--- config.mk ---
export PLATFORM = sky130hd
export DESIGN_NAME = tt_capture_7in
export DESIGN_NICKNAME = d
export VERILOG_FILES = /design/src/rtl/tt_capture_7in.sv
export SDC_FILE = /design/constraint.sdc
export NUM_CORES = 1
export LEC_CHECK = 0
export BUFFER_PORTS_ARGS = -buffer_cell sky130_fd_sc_hd__buf_4
export CAP_MARGIN = 10
export CORE_MARGIN = 1.5
export CORE_UTILIZATION = 43
export CTS_CLUSTER_DIAMETER = 80
export DETAILED_ROUTE_END_ITERATION = 7
export PLACE_DENSITY = 0.76
export SLEW_MARGIN = 20
export SYNTH_ARGS = -nofsm -noshare
export SYNTH_HDL_FRONTEND = slang
export SYNTH_SLANG_ARGS = --single-unit
--- constraint.sdc ---
create_clock -name clk -period 4.8 [get_ports clk]
set_clock_uncertainty 0.2 [all_clocks]
set_input_delay 0.24 -clock clk [delete_from_list [all_inputs] [get_ports clk]]
set_output_delay 0.24 -clock clk [all_outputs]
set_load 0.02 [all_outputs]
--- src/rtl/tt_capture_7in.sv ---
// tt_capture_7in -- sequential truth-table reader for a 7-input, 1-output
// logic network.
//
// Sweeps x_o through 0..127, one value per clock, samples the network output
// f_i LAT cycles after each value is applied, and assembles the 128-bit truth
// table.  On completion it reports the onset count and whether the table
// equals the EXPECTED signature.
//
// Ports:
//   clk      rising-edge clock
//   rst_n    synchronous active-low reset
//   start_i  begin a sweep (accepted only while idle)
//   abort_i  cancel an in-progress sweep
//   f_i      output of the network being read
//   x_o      input vector for the network (x_o[0] = x0 ... x_o[6] = x6)
//   busy_o   sweep in progress (cycle after start through the done cycle)
//   done_o   one-cycle pulse when a result is complete
//   valid_o  tt_o / count_o / match_o hold a complete result
//   tt_o     captured truth table, tt_o[i] = f(x = i)
//   count_o  number of ones in tt_o
//   match_o  tt_o == EXPECTED, qualified by valid_o
//
// Control handshake: start_i and abort_i are single-cycle request levels with
// no ready return.  start_i is taken on any clock edge where the block is idle
// (busy_o low) and is ignored otherwise; abort_i takes effect on any edge
// while sweeping or draining and is ignored otherwise.  If both are high while
// idle, start wins.
//
// The FSM state register `state` is a named enum so checkers can bind to it.

module tt_capture_7in #(
  parameter int           LAT      = 0,
  parameter logic [127:0] EXPECTED = 128'hfee8eae8eae8e8a8eae8e8a8e8a8e880
) (
  input  logic         clk,
  input  logic         rst_n,
  input  logic         start_i,
  input  logic         abort_i,
  input  logic         f_i,
  output logic [6:0]   x_o,
  output logic         busy_o,
  output logic         done_o,
  output logic         valid_o,
  output logic [127:0] tt_o,
  output logic [7:0]   count_o,
  output logic         match_o
);

  typedef enum logic [1:0] {
    IDLE  = 2'd0,
    SWEEP = 2'd1,
    DRAIN = 2'd2,
    DONE  = 2'd3
  } state_t;

  state_t state;

  // Drain runs LAT cycles; the counter compares against LAT-1.
  localparam int        PD     = (LAT > 0) ? LAT : 1;
  localparam logic [7:0] LAT_M1 = 8'(PD - 1);

  logic [7:0] drain_cnt;
  logic       cap_en;
  logic [6:0] cap_idx;
  logic       push;
  logic       flush;

  // A new index enters the capture pipeline on every sweep cycle; an abort
  // empties it so stale indices cannot leak into the next sweep.
  assign push  = (state == SWEEP) && !abort_i;
  assign flush = abort_i && ((state == SWEEP) || (state == DRAIN));

  generate
    if (LAT == 0) begin : g_direct
      // Combinational network: f_i belongs to the x_o currently applied.
      assign cap_en  = (state == SWEEP);
      assign cap_idx = x_o;
    end else begin : g_pipe
      // LAT-deep delay line of (capture enable, index): the entry leaving the
      // last stage names the truth-table bit that the present f_i belongs to.
      logic [LAT-1:0] vld;
      logic [6:0]     idx [LAT];

      always_ff @(posedge clk) begin
        if (!rst_n || flush) begin
          vld <= '0;
          for (int i = 0; i < LAT; i++) idx[i] <= 7'd0;
        end else begin
          vld[0] <= push;
          idx[0] <= x_o;
          for (int i = 1; i < LAT; i++) begin
            vld[i] <= vld[i-1];
            idx[i] <= idx[i-1];
          end
        end
      end

      assign cap_en  = vld[LAT-1];
      assign cap_idx = idx[LAT-1];
    end
  endgenerate

  always_ff @(posedge clk) begin
    if (!rst_n) begin
      state     <= IDLE;
      x_o       <= 7'd0;
      busy_o    <= 1'b0;
      done_o    <= 1'b0;
      valid_o   <= 1'b0;
      tt_o      <= '0;
      count_o   <= 8'd0;
      match_o   <= 1'b0;
      drain_cnt <= 8'd0;
    end else begin
      done_o <= 1'b0;
      case (state)
        IDLE: begin
          if (start_i) begin
            state   <= SWEEP;
            x_o     <= 7'd0;
            busy_o  <= 1'b1;
            valid_o <= 1'b0;
            match_o <= 1'b0;
            tt_o    <= '0;
            count_o <= 8'd0;
          end
        end

        SWEEP, DRAIN: begin
          if (abort_i) begin
            // Abort beats completion: no done pulse, result discarded.
            state   <= IDLE;
            x_o     <= 7'd0;
            busy_o  <= 1'b0;
            valid_o <= 1'b0;
            match_o <= 1'b0;
            tt_o    <= '0;
            count_o <= 8'd0;
          end else begin
            if (cap_en) begin
              tt_o[cap_idx] <= f_i;
              count_o       <= count_o + {7'd0, f_i};
            end
            if (state == SWEEP) begin
              if (x_o == 7'd127) begin
                state     <= (LAT > 0) ? DRAIN : DONE;
                drain_cnt <= 8'd0;
              end else begin
                x_o <= x_o + 7'd1;
              end
            end else begin
              // x_o stays at 127 while the last LAT samples arrive.
              if (drain_cnt == LAT_M1) begin
                state <= DONE;
              end else begin
                drain_cnt <= drain_cnt + 8'd1;
              end
            end
          end
        end

        DONE: begin
          // tt_o received its final bit on the edge that entered DONE, so the
          // comparison here sees the complete table.
          state   <= IDLE;
          done_o  <= 1'b1;
          valid_o <= 1'b1;
          match_o <= (tt_o == EXPECTED);
          busy_o  <= 1'b0;
          x_o     <= 7'd0;
        end

        default: state <= IDLE;
      endcase
    end
  end

endmodule
Word level (Yosys, flattened, before mapping)

Index checks and enable logic that the tools add are counted.
W data, S select, Z words.

Bits of input ports: 5
Bits in registers: 157

Muxes and demuxes: 32
Bitwise logic cells: 1
Order comparisons: 2
Equal/unequal tests: 13
Reductions and logical operators: 10
Add/sub/neg operators: 3

Operators by type and width:

| kind                     | count |
|---|---|
| $mux W128                | 3 |
| $pmux W128 S2            | 1 |
| $bwmux W128              | 1 |
| $eq A128 B128 Y1 const B | 1 |
| $mux W8                  | 6 |
| $mux W7                  | 4 |
| $pmux W7 S3              | 1 |
| $pmux W8 S2              | 1 |
| $mux W2                  | 5 |
| $pmux W1 S3              | 3 |
| $reduce_and A3 Y1        | 3 |
| $add A8 B1 Y8            | 1 |
| $add A8 B1 Y8 const B    | 1 |
| $logic_not A8 Y1         | 1 |
| $lt A7 B8 Y1 const B     | 1 |
| $ne A4 B4 Y1 const B     | 2 |
| $add A7 B1 Y7 const B    | 1 |
| $demux W1 S7             | 1 |
| $eq A7 B7 Y1 const B     | 1 |
| $ge A7 B1 Y1 const B     | 1 |
| $ne A2 B2 Y1 const B     | 3 |
| $ne A3 B3 Y1 const B     | 2 |
| $pmux W2 S3              | 1 |
| $mux W1                  | 5 |
| 10 further kinds         | 11 |

Longest topological paths before layout

Gate-level depths: netlist (run 1).

Depth after elaboration: 8
Depth in mapped cells: 11
Mapped depth without buffers: 7

Least setup slack after synthesis (run 1)

Ideal clock, no wire load.

Kind: register to register
From: register state[0]
To: register tt_o[125]
Required time: 4.524 ns
Clock period less this slack: 2.299 ns
Stages on the path, launching flop included: 12
Arrival: 2.023 ns
Setup slack: 2.501 ns
Buffers on the path: 4
Library setup time: 0.076 ns
Path through: dfxtp_1 > inv_1 > ha_1 > nand2b_1 > clkbuf_1 > o21ai_1 > buf_2 > buf_6 > nor3_1 > buf_2 > nand2_1 > a21boi_0

Cells in the longest elaborated chain, start to end: 4

RTL lines:

| item                                                         | RTL line | RTL |
|---|---|---|
| from (decl)                                                  | 56       | `state_t state;` |
| from (signal assigned)                                       | 146      | `state <= (LAT > 0) ? DRAIN : DONE;` |
| $eq A2 B1 Y1 or $eq A2 B2 Y1 (tied branches)                 | 76, 116  |  |
| $reduce_or A2 Y1                                             | 116      | `case (state)` |
| $ne A3 B3 Y1 (no line) or $reduce_bool A2 Y1 (tied branches) | --       |  |
| $reduce_and A3 Y1 (no line)                                  | --       |  |
| to (signal, indexed assignment)                              | 141      | `tt_o[cap_idx] <= f_i;` |
| to (decl)                                                    | 44       | `output logic [127:0] tt_o,` |

Several ways; a longest one is shown, not always the timed one.
A chain may end at the register's enable or synchronous reset.

Worst setup path after layout (run 1)

From: register state[0]
To: register tt_o[75]

The elaborated chain is that of the path after synthesis.

==> results of run 1 <==
-- placed cells by master, fill, tap and decap left out, drive strengths merged, types with 4 or more instances in the layout --
cell type and count:
a21boi 130, a21oi 93, and2 7, and3 5
buf 168, bufinv 4, clkbuf 23, dfxtp 157
ha 8, inv 6, mux2i 4, nand2 113
nand2b 6, nand3 55, nand4 14, nand4b 10
nor2 43, nor2b 6, nor3 18, nor4 8
nor4b 9, nor4bb 5, o211ai 40, o21ai 92
or4 5, xnor2 8, xor2 8
-- report_power, final --
part,total [mW],internal (mW),switching (mW)
logic,0.952,0.242,0.710
clock network,1.42,0.890,0.527
registers,1.34,1.32,0.0183
-- kinds of logic (layout without fill, tap and decap cells) --
logic type | after synthesis | count (layout)
xor gates and xnor gates | 16 | 16
and+or+nand+nor | 318 | 318
muxes | 5 | 5
AOI/OAI and AO/OA | 362 | 362
DFF | 157 | 157
adders and majority gates | 8 | 8
buffers and inverters | 98 | 204
other | 0 | 1
-- critical path: cells and delay by family (launching register included) --
kind / cells / cell delay [ns]
flip-flops: 1 / 0.39
AND/OR/NAND/NOR: 3 / 0.32
adder cells (fa/ha/maj): 1 / 0.37
buffers and inverters: 3 / 0.63
AO/OA/AOI/OAI: 2 / 0.77
-- sequential cells by signal, summed over array words and instances (netlist names) --
signal	cells
tt_o	128
count_o	8
drain_cnt	8
x_o	7
state	2
busy_o	1
done_o	1
match_o	1
valid_o	1
-- Yosys cell counts (all sizes together), types with 2 or more instances --
cell type | number | area (sq um)
nand2 | 113 | 424
and3 | 5 | 31.3
nor2 | 43 | 161
nand4 | 14 | 87.6
clkbuf | 70 | 264
a31oi | 2 | 12.5
a211oi | 2 | 15.0
inv | 6 | 22.5
nand3b | 2 | 15.0
nor4b | 9 | 78.8
xor2 | 8 | 70.1
or2 | 2 | 12.5
ha | 8 | 100
o211ai | 40 | 300
dfxtp | 157 | 3140
nor3 | 18 | 100
o21ai | 92 | 460
and4b | 2 | 20.0
or4b | 2 | 20.0
nor3b | 2 | 15.0
nand2b | 6 | 37.5
mux2i | 4 | 40.0
buf | 22 | 105
or4 | 5 | 37.5
nand4b | 10 | 87.6
a21oi | 93 | 465
xnor2 | 8 | 70.1
nor2b | 6 | 37.5
nand3 | 55 | 275
nor4bb | 5 | 50.1
nor4 | 8 | 95.1
and2 | 7 | 43.8
a21boi | 130 | 976
-- final timing paths --
kind                                from         end  slack (ns)  cells past startpoint
worst min-delay path                 f_i  count_o[0]        0.07                      4
worst min register to register   valid_o     valid_o        0.27                      2
worst max-delay path            state[0]    tt_o[75]        1.95                      9
worst max register to register  state[0]    tt_o[75]        1.95                      9
-- metal layers --
metal	GRT usage, %	vias up	share of wire [%]
met1	37.8	3712	43
met5	0	-	0
met3	6.07	48	8.7
li1	-	3642	-
met2	41.1	423	46
met4	10.6	0	2.5
-- metrics by stage --
step           utilization (%)  power, mW
6_report                  54.8       3.71
5_1_grt                   54.8       3.86
4_1_cts                   54.8       3.69
3_5_place_dp              51.3       2.29
3_3_place_gp              51.3       2.28
2_1_floorplan                -       2.06
-- final cells by class --
cell class              instances  share of cell area, %
clock buffers                  23                   4.89
well taps                     225                   2.94
clock inverters                 7                   1.44
repair buffers                168                   13.3
diodes                          1                 0.0261
multi-input cells             709                   44.3
flip-flops and latches        157                   32.8
inverters                       6                  0.235
==> run summary, run 1 <==
Final setup violating endpoints: 0
EDFF count, synth: 0
First-pass GRT wire length: 38700 um
Residual DRC: 0
Pwr dens: 387 nW/um^2
Peak Freq: 351 MHz
Final WL: 26000 um
Top-level I/O count: 152
Via density: 6.04
Startpoint Class: flop
Placed Cells incl. Taps: 1265
Fin area: 9570 sq um
RePlAce Congestion: 0.844
Die height: 137 um
Post-synthesis mux area share: 0.662%
Final WS setup: 1.95 ns
Crit path largest cell delay: 0.66 ns
Clock net sink count: 157
Vias in the first global route: 6843
CTS clock-pin slew for the worst setup and hold paths: 0.06 ns
Run status: complete, no violations
Core ar.: 17500 sq um
Leak pwr: 3.45 nW
Area post-placement: 8970 sq um
CP endpoint kind: flop
Antenna violations before repair: 0
Arrival time at the worst endpoint: 2.94 ns
Post-cts sizing count: 0
Final min period: 2.85 ns
DIE AREA: 18800 sq um
H-Tree Level Count: 4
Fillers: 1620
CP cell instances: inv_1 -> ha_1 -> nand2b_2 -> o21ai_4 -> buf_12 -> nor3_1 -> buf_4 -> nand2_1 -> a21boi_0
FF+latch count, synth: 157
WHS: 0.0739 ns
Async set-or-reset flop fraction in the synthesized netlist: 0%
Adder and majority cell fraction of the synthesized area: 1.29%
Hold Fails Final Rpt: 0
Num CTS Buffers: 17
Synth Net Count: 977
Via count: 7825
Largest net degree at the start of global routing: 96
CTS tree: built
Pre-CTS WS: 1.99 ns
CTS root buffer: clkbuf_16
Antenna Nets Post-Route: 0
Post-synth cell types: 48
HP Class: primary input to flop
Skew-Pair Late Insertion Delay: 0.43 ns
Total of max-cap violations: 0
Post-Syn Instances: 964
WS Path Type: flop to flop
CP max stage cell: o21ai_4
Post-Layout Cell Count: 1296
Starting density of the core: 44.3%
Grt total ovfl: 0
Area grow syn2layout: 23.6%
Syn Std Cell Area: 7740 sq um
Die X: 137 um
Slew HR: 26.2%
Routed WL per cell: 20.0 um
Simple-gate portion of the synthesized area: 21.5%
Fin nets: 1072
Total iterations of the first detailed-routing run: 6
Post-synthesis sequential area ratio: 40.6%
DP HPWL: 17000 um
Main combinational cell family by area after synthesis: compound AO/OA/AOI/OAI gates
Peak VDD IR: 0.000345 V
Synth Area per Inst: 8.03 sq um
WP data required: 4.90 ns
Synth Area in Compound Gates: 29.1%
Post-synthesis xor/xnor area fraction: 1.81%
Site Rows: 48
Multi-input logic area: 4250 sq um
Critical path peak fanout: 76
Register Area: 3140 sq um
Final Slew Violations: 0
Clock Tree Buf Depth: 2
RSZ-0062 raised after global routing: false
DRT iter0 DRCs: 907
Worst Tran Pin Value: 1.11 ns
Tot GR Track Use: 27.2%
Share of post-route cells with drive strength above 1: 19.8%
Port Buffer Count: 151
Hold_buf cts: 0
Tcrit/Tclk final: 59.3%
Total Neg Setup Slack: 0 ns
Ys Warns: 0
Top FF cell, synth: dfxtp_1
Postcts setup bufs: 0
(Power assumes the default switching activity.)
==> run 2: changes to the inputs <==
==> constraint.sdc (replaced) <==
create_clock -name clk -period 2.65 [get_ports clk]
set_clock_uncertainty 0.2 [all_clocks]
set_input_delay 0.1325 -clock clk [delete_from_list [all_inputs] [get_ports clk]]
set_output_delay 0.1325 -clock clk [all_outputs]
set_load 0.02 [all_outputs]
==> run 2 against run 1 <==
Effect of this change:
- combinational power increased by 110%
- sequential power rose by 81%
- clock power grew 58%
- fmax rose by 13%
- die area did not move
- final cell count increased by 3.2%
- core utilization is 2.0 points higher
- total power grew 81%
- critical path depth is 3 lower
- design area grew 3.7%
- largest power group is now registers
- highest routed layer unchanged
==> run summary, run 2 (synthesis gave the netlist of run 1 again) <==
Hold Fails Final Rpt: 0 (unchanged)
Pre-CTS WS: 0.0616 ns (-1.93 ns)
Vias in the first global route: 7184 (+5.0%)
Worst Tran Pin Value: 1.03 ns (-0.0757 ns)
WP buf/inv: 0 (-3)
CP endpoint kind: flop
Most flop-heavy register: tt_o
Top flop regs: tt_o: 128 flops, count_o: 8 flops, drain_cnt: 8 flops
CP max stage cell: dfxtp_1
Final setup violating endpoints: 0 (unchanged)
Die height: 137 um (unchanged)
HP Class: primary input to flop
Fin nets: 1116 (+4.1%)
Hold depth: 5 (+1)
Routed WL per cell: 20.0 um (about the same)
Internal power: 4.32 mW (+76%)
N_diodes: 0 (-1)
Sw Share: 35.6% (+1.8 points)
Peak Freq: 398 MHz (+13%)
Max reg flops: 128 (unchanged)
H-Tree Level Count: 4 (unchanged)
Final min period: 2.51 ns (-0.336 ns)
Share of post-route cells with drive strength above 1: 23.2% (+3.4 points)
RePlAce Congestion: 0.901 (+6.7%)
Crit path largest cell delay: 0.59 ns (-0.07 ns)
CTS tree: built
WP data required: 2.78 ns (-2.12 ns)
Residual DRC: 0 (unchanged)
Post-Layout Cell Count: 1338 (+3.2%)
Sequential power share: 36.2% (about the same)
Power share of the combinational group: 30.4% (+4.7 points)
WS Path Type: flop to flop
Tot GR Track Use: 28.0% (+0.74 points)
Commonest non-fill, non-tap cell in the layout: buf_4
RSZ-0062 raised after global routing: false
Antenna violations before repair: 0 (unchanged)
Clock share of power: 33.4% (-4.8 points)
Clock net sink count: 157 (unchanged)
Top-level I/O count: 152 (unchanged)
Via count: 8151 (+4.2%)
Total iterations of the first detailed-routing run: 5 (-1)
Skew-Pair Late Insertion Delay: 0.43 ns (about the same)
Critical Path Stages: 6 (-3)
Final WL: 26800 um (+3.2%)
DRT iter0 DRCs: 911 (+0.44%)
DIE AREA: 18800 sq um (unchanged)
Starting density of the core: 44.3% (unchanged)
Die X: 137 um (unchanged)
Largest net degree at the start of global routing: 98 (+2.1%)
Placed Cells incl. Taps: 1304 (+3.1%)
Pwr dens: 675 nW/um^2 (+74%)
Tcrit/Tclk final: 94.7% (+35 points)
Startpoint Class: flop
Antenna Nets Post-Route: 0 (unchanged)
Arrival time at the worst endpoint: 2.64 ns (-0.30 ns)
Peak VDD IR: 0.000490 V (+42%)
Grt total ovfl: 0 (unchanged)
Critical path peak fanout: 11 (-86%)
Clock Tree Buf Depth: 2 (unchanged)
Worst reg2reg path depth: 6 (-3)
Port Buffer Count: 151 (unchanged)
Site Rows: 48 (unchanged)
Total of max-cap violations: 0 (unchanged)
Area grow syn2layout: 28.2%
Leak pwr: 3.69 nW (+6.9%)
Core ar.: 17500 sq um (unchanged)
CP cell instances: ha_1 -> nand4_1 -> o21a_1 -> o21ai_0 -> a21oi_1 -> nor4b_1
Run status: complete, no violations
Slew HR: 31.0% (+4.9 points)
Delay-heaviest family, CP: compound AO/OA/AOI/OAI gates
Via density: 6.09 (+0.90%)
DP HPWL: 17800 um (+4.8%)
Final Slew Violations: 0 (unchanged)
First-pass GRT wire length: 40000 um (+3.5%)
Final WS setup: 0.140 ns (-1.81 ns)
CTS root buffer: clkbuf_16
Num CTS Buffers: 17 (unchanged)
CTS clock-pin slew for the worst setup and hold paths: 0.06 ns (about the same)
WHS: 0.0888 ns (+0.0149 ns)
Net Switching: 2.39 mW (+90%)
Most frequent cells in the layout: 200 x buf_4, 157 x dfxtp_1, 123 x a21boi_0, 112 x nand2_1, 93 x a21oi_1
Total Neg Setup Slack: 0 ns (unchanged)
[run 2: cell types whose count changed in the layout (fill, tap and decap cells not counted), moves of 2 or more]
cell / before / now
bufinv_16: 4 / 1
or4_4: 0 / 2
clkbuf_1: 4 / 2
dlygate4sd3_1: 0 / 3
or4_1: 5 / 3
buf_12: 1 / 7
buf_4: 167 / 200
clkinv_2: 2 / 7
[run 2: per-layer routing]
layer	vias up	global-route usage [%]	share of wire (%)
li1	3731	-	-
met1	3905	38.0	42
met2	446	42.6	46
met3	69	6.62	9.2
met4	0	11.5	3.3
met5	-	0	0
[run 2: worst paths after layout]
path,from,to,slack [ns]
max,x_o[1],x_o[4],0.14
min,start_i,valid_o,0.09
max reg2reg,x_o[1],x_o[4],0.14
min reg2reg,match_o,match_o,0.28
[run 2: power groups by stage]
| stage | Sequential (mW) | Combinational [mW] | Clock [mW] |
|---|---|---|---|
| 5_1_grt | 2.43 | 2.18 | 2.38 |
| 6_report | 2.43 | 2.04 | 2.24 |
| 3_3_place_gp | 2.47 | 1.82 | 0 |
| 3_5_place_dp | 2.48 | 1.84 | 0 |
| 2_1_floorplan | 2.49 | 1.25 | 0 |
| 4_1_cts | 2.42 | 1.85 | 2.25 |
[run 2: through the flow]
stage | utilization, % | power [mW] | cell area [sq um]
finish | 56.8 | 6.70 | 9930
CTS | 56.5 | 6.53 | 9870
detailed placement | 53.3 | 4.32 | 9320
global placement | 53.3 | 4.30 | 9320
global route | 56.8 | 6.98 | 9930
floorplan | - | 3.74 | 7740
[run 2: timing repair]
item                       4_1_cts  5_1_grt
setup endpoints to repair        0       65
buffers inserted                 0        1
hold buffers                     3        0
hold endpoints to repair         8        0
resized for setup                0        7
[run 2: area by class of cell]
class | count | area [sq um]
fillers | 1560 | 7550
multi-input cells | 709 | 4250
flip-flops and latches | 157 | 3140
repair buffers | 212 | 1710
clock buffers | 20 | 447
well taps | 225 | 282
clock inverters | 9 | 73.8
inverters | 6 | 22.5
[run 2: worst register-to-register path, stage by stage (launching register included)]
cell     delay (ns)
dfxtp_1        0.59
ha_1           0.29
nand4_1        0.22
o21a_1         0.35
o21ai_0        0.40
a21oi_1        0.10
nor4b_1        0.26
==> run 3: changes to the inputs <==
--- a/config.mk
+++ b/config.mk
@@ -5,13 +5,16 @@
 export SDC_FILE = /design/constraint.sdc
 export NUM_CORES = 1
 export LEC_CHECK = 0
+export ABC_AREA = 1
+export ABC_CLOCK_PERIOD_IN_PS = 2650
 export BUFFER_PORTS_ARGS = -buffer_cell sky130_fd_sc_hd__buf_4
 export CAP_MARGIN = 10
 export CORE_MARGIN = 1.5
 export CORE_UTILIZATION = 43
 export CTS_CLUSTER_DIAMETER = 80
 export DETAILED_ROUTE_END_ITERATION = 7
-export PLACE_DENSITY = 0.76
+export PLACE_DENSITY = 0.75
+export REMOVE_ABC_BUFFERS = 1
 export SLEW_MARGIN = 20
 export SYNTH_ARGS = -nofsm -noshare
 export SYNTH_HDL_FRONTEND = slang
==> run 3 against run 2 <==
Effect of this change:
- fmax is 4.1% higher
- worst hold slack got worse by 0.038 ns
- critical path depth grew 2
- synthesized cell count rose by 31%
- global-route usage fell by 3.2 points
- register-to-register slack better by 0.10 ns
- largest power group unchanged
- design area is 0.49% higher
- sequential power about the same
- sequential cell count unchanged
- via count grew 6.3%
==> run summary, run 3 <==
Tcrit/Tclk final: 91.0% (-3.8 points)
Leak pwr: 3.77 nW (+2.2%)
Hold depth: 7 (+2)
First-pass GRT wire length: 39100 um (-2.3%)
Power share of the combinational group: 32.2% (+1.8 points)
CP startpoint: x_o[2]
Clock net sink count: 157 (unchanged)
Top-level I/O count: 152 (unchanged)
Vias in the first global route: 7652 (+6.5%)
Peak VDD IR: 0.000549 V (+12%)
Share of post-route cells with drive strength above 1: 17.3% (-5.9 points)
Residual DRC: 0 (unchanged)
Slew HR: 55.0% (+24 points)
Top FF cell, synth: dfxtp_1
Post-synthesis sequential area ratio: 39.0% (-1.6 points)
Async set-or-reset flop fraction in the synthesized netlist: 0% (unchanged)
RePlAce Congestion: 0.822 (-8.8%)
Most flop-heavy register: tt_o
Final Slew Violations: 0 (unchanged)
Hold Fails Final Rpt: 0 (unchanged)
Internal power: 4.41 mW (+2.1%)
Port Buffer Count: 151 (unchanged)
Routed WL per cell: 14.9 um (-25%)
Starting density of the core: 44.3% (about the same)
CTS tree: built
Via density: 5.29 (-13%)
Share of the synthesized area in the top cell type: 39.0% (-1.6 points)
Syn Std Cell Area: 8070 sq um (+4.2%)
Die height: 140 um (+2.0%)
DIE AREA: 19600 sq um (+4.1%)
Area grow syn2layout: 23.7%
Final setup violating endpoints: 0 (unchanged)
Largest net degree at the start of global routing: 103 (+5.1%)
Skew-Pair Late Insertion Delay: 0.43 ns (about the same)
Fin nets: 1408 (+26%)
Peak Freq: 415 MHz (+4.1%)
WP data required: 2.74 ns (-0.04 ns)
Run status: complete, no violations
Core Util, Final: 54.8% (-2.0 points)
Ys Warns: 0 (unchanged)
Grt total ovfl: 0 (unchanged)
Clock Tree Buf Depth: 2 (unchanged)
Total iterations of the first detailed-routing run: 8 (+3)
CP endpoint kind: flop
Commonest non-fill, non-tap cell in the layout: nand2_1
Worst Tran Pin Value: 0.675 ns (-0.356 ns)
Reg-to-reg slack, setup: 0.24 ns (+0.10 ns)
FF+latch count, synth: 157 (unchanged)
DRT iter0 DRCs: 819 (-10%)
CTS root buffer: clkbuf_16
Dominant cell by count in the synthesized netlist: nand2_1
Max reg flops: 128 (unchanged)
Total Neg Setup Slack: 0 ns (unchanged)
Startpoint Class: flop
Most frequent cells in the layout: 358 x nand2_1, 189 x nor2_1, 171 x buf_4, 155 x dfxtp_1, 126 x a21oi_1
Core ar.: 18200 sq um (+4.2%)
WS Path Type: flop to flop
Antenna Nets Post-Route: 0 (unchanged)
Via count: 8662 (+6.3%)
N_diodes: 0 (unchanged)
Tot GR Track Use: 24.8% (-3.2 points)
Die X: 140 um (+2.0%)
Most common library cells after synthesis: 358 x nand2_1, 189 x nor2_1, 157 x dfxtp_1
Total of max-cap violations: 0 (unchanged)
Post-synth cell types: 30 (-38%)
Antenna violations before repair: 0 (unchanged)
RSZ-0062 raised after global routing: false
Top flop regs: tt_o: 128 flops, count_o: 8 flops, drain_cnt: 8 flops
H-Tree Level Count: 4 (unchanged)
Sequential power share: 34.2% (-2.0 points)
Area contributors post-synth: dfxtp_1 39%, nand2_1 17%, nor2_1 8.8%, a21oi_1 7.8%, o21ai_0 7.6%
Site Rows: 49 (+2.1%)
Worst r2r src: x_o[2]
CTS clock-pin slew for the worst setup and hold paths: 0.06 ns (about the same)
Num CTS Buffers: 17 (unchanged)
Net Switching: 2.71 mW (+14%)
Final WL: 24400 um (-8.8%)
Critical path peak fanout: 11 (unchanged)
Postcts setup bufs: 0 (unchanged)
Final WS setup: 0.240 ns (+0.0995 ns)
EDFF count, synth: 0 (unchanged)
Pwr dens: 714 nW/um^2 (+5.7%)
Pre-CTS WS: 0.278 ns (+0.217 ns)
Area leader, netlist: dfxtp_1
Final min period: 2.41 ns (-0.0995 ns)
HP Class: primary input to flop
Sw Share: 38.1% (+2.5 points)
Clock share of power: 33.5% (about the same)
Post-Syn Instances: 1266 (+31%)
Worst reg2reg endpoint: x_o[3]
Min-delay src: rst_n
Critical path destination: x_o[3]
Arrival time at the worst endpoint: 2.50 ns (-0.14 ns)
DP HPWL: 16300 um (-8.4%)
Worst reg2reg path depth: 8 (+2)
Synth Area per Inst: 6.37 sq um (-21%)
## run 3: kinds of logic (layout without fill, tap and decap cells)
logic type	after synthesis	after routing	synth area share, %
flops	157	157	39.0
fa+ha+maj	8	8	1.24
buf+inv	176	318	8.98
simple gates	654	654	33.2
compound gates	269	269	17.4
xor+xnor	2	2	0.217
## run 3: power groups by stage
stage / sequential (mW) / clock (mW) / combinational, mW
after floorplan: 2.50 / 0 / 1.50
after global placement: 2.49 / 0 / 2.23
after detailed placement: 2.49 / 0 / 2.25
after CTS: 2.44 / 2.41 / 2.26
after global routing: 2.44 / 2.52 / 2.56
final: 2.44 / 2.39 / 2.30
## run 3: area by class of cell
cell class	count	area, sq um
well taps	229	287
fillers	1769	8230
multi-input cells	933	4200
clock buffers	22	484
clock inverters	10	87.6
repair buffers	177	1360
inverters	109	410
flip-flops and latches	157	3150
## run 3: how the worst min path moves through the flow
stage and to:
2_1_floorplan done_o, 3_3_place_gp match_o, 3_5_place_dp match_o, 4_1_cts match_o, 5_1_grt tt_o[1], 6_report match_o
## run 3: critical path, stage by stage, from the launching register on
cell,delay [ns]
dfxtp_1,0.47
nand3_1,0.46
inv_1,0.27
nand2_1,0.07
nand3_1,0.07
nor2_1,0.04
nand3_1,0.06
dlygate4sd3_1,0.56
a21oi_1,0.07
## run 3: through the flow
| stage | total power [mW] | area [sq um] | cells | hold WS, ns |
|---|---|---|---|---|
| floorplan | 4.01 | 7750 | 1199 | 0.0301 |
| global placement | 4.72 | 9360 | 1601 | 0.243 |
| detailed placement | 4.73 | 9360 | 1601 | 0.246 |
| CTS | 7.11 | 9980 | 1637 | 0.0572 |
| global route | 7.52 | 9980 | 1637 | 0.0983 |
| finish | 7.12 | 9980 | 1637 | 0.0513 |
## run 3: routing by layer
| metal | up-vias | part of all wire, % | GRT usage, % |
|---|---|---|---|
| met3 | 48 | 8.3 | 5.13 |
| met2 | 354 | 46 | 39.0 |
| met1 | 3954 | 44 | 33.9 |
| met5 | - | 0 | 0 |
| li1 | 4306 | - | - |
| met4 | 0 | 2.3 | 8.14 |
## run 3: what timing repair did
action,in CTS,in global routing
resized for setup,0,2
endpoints found under the hold margin,4,0
hold buffers,4,0
endpoints found under the setup margin,0,1
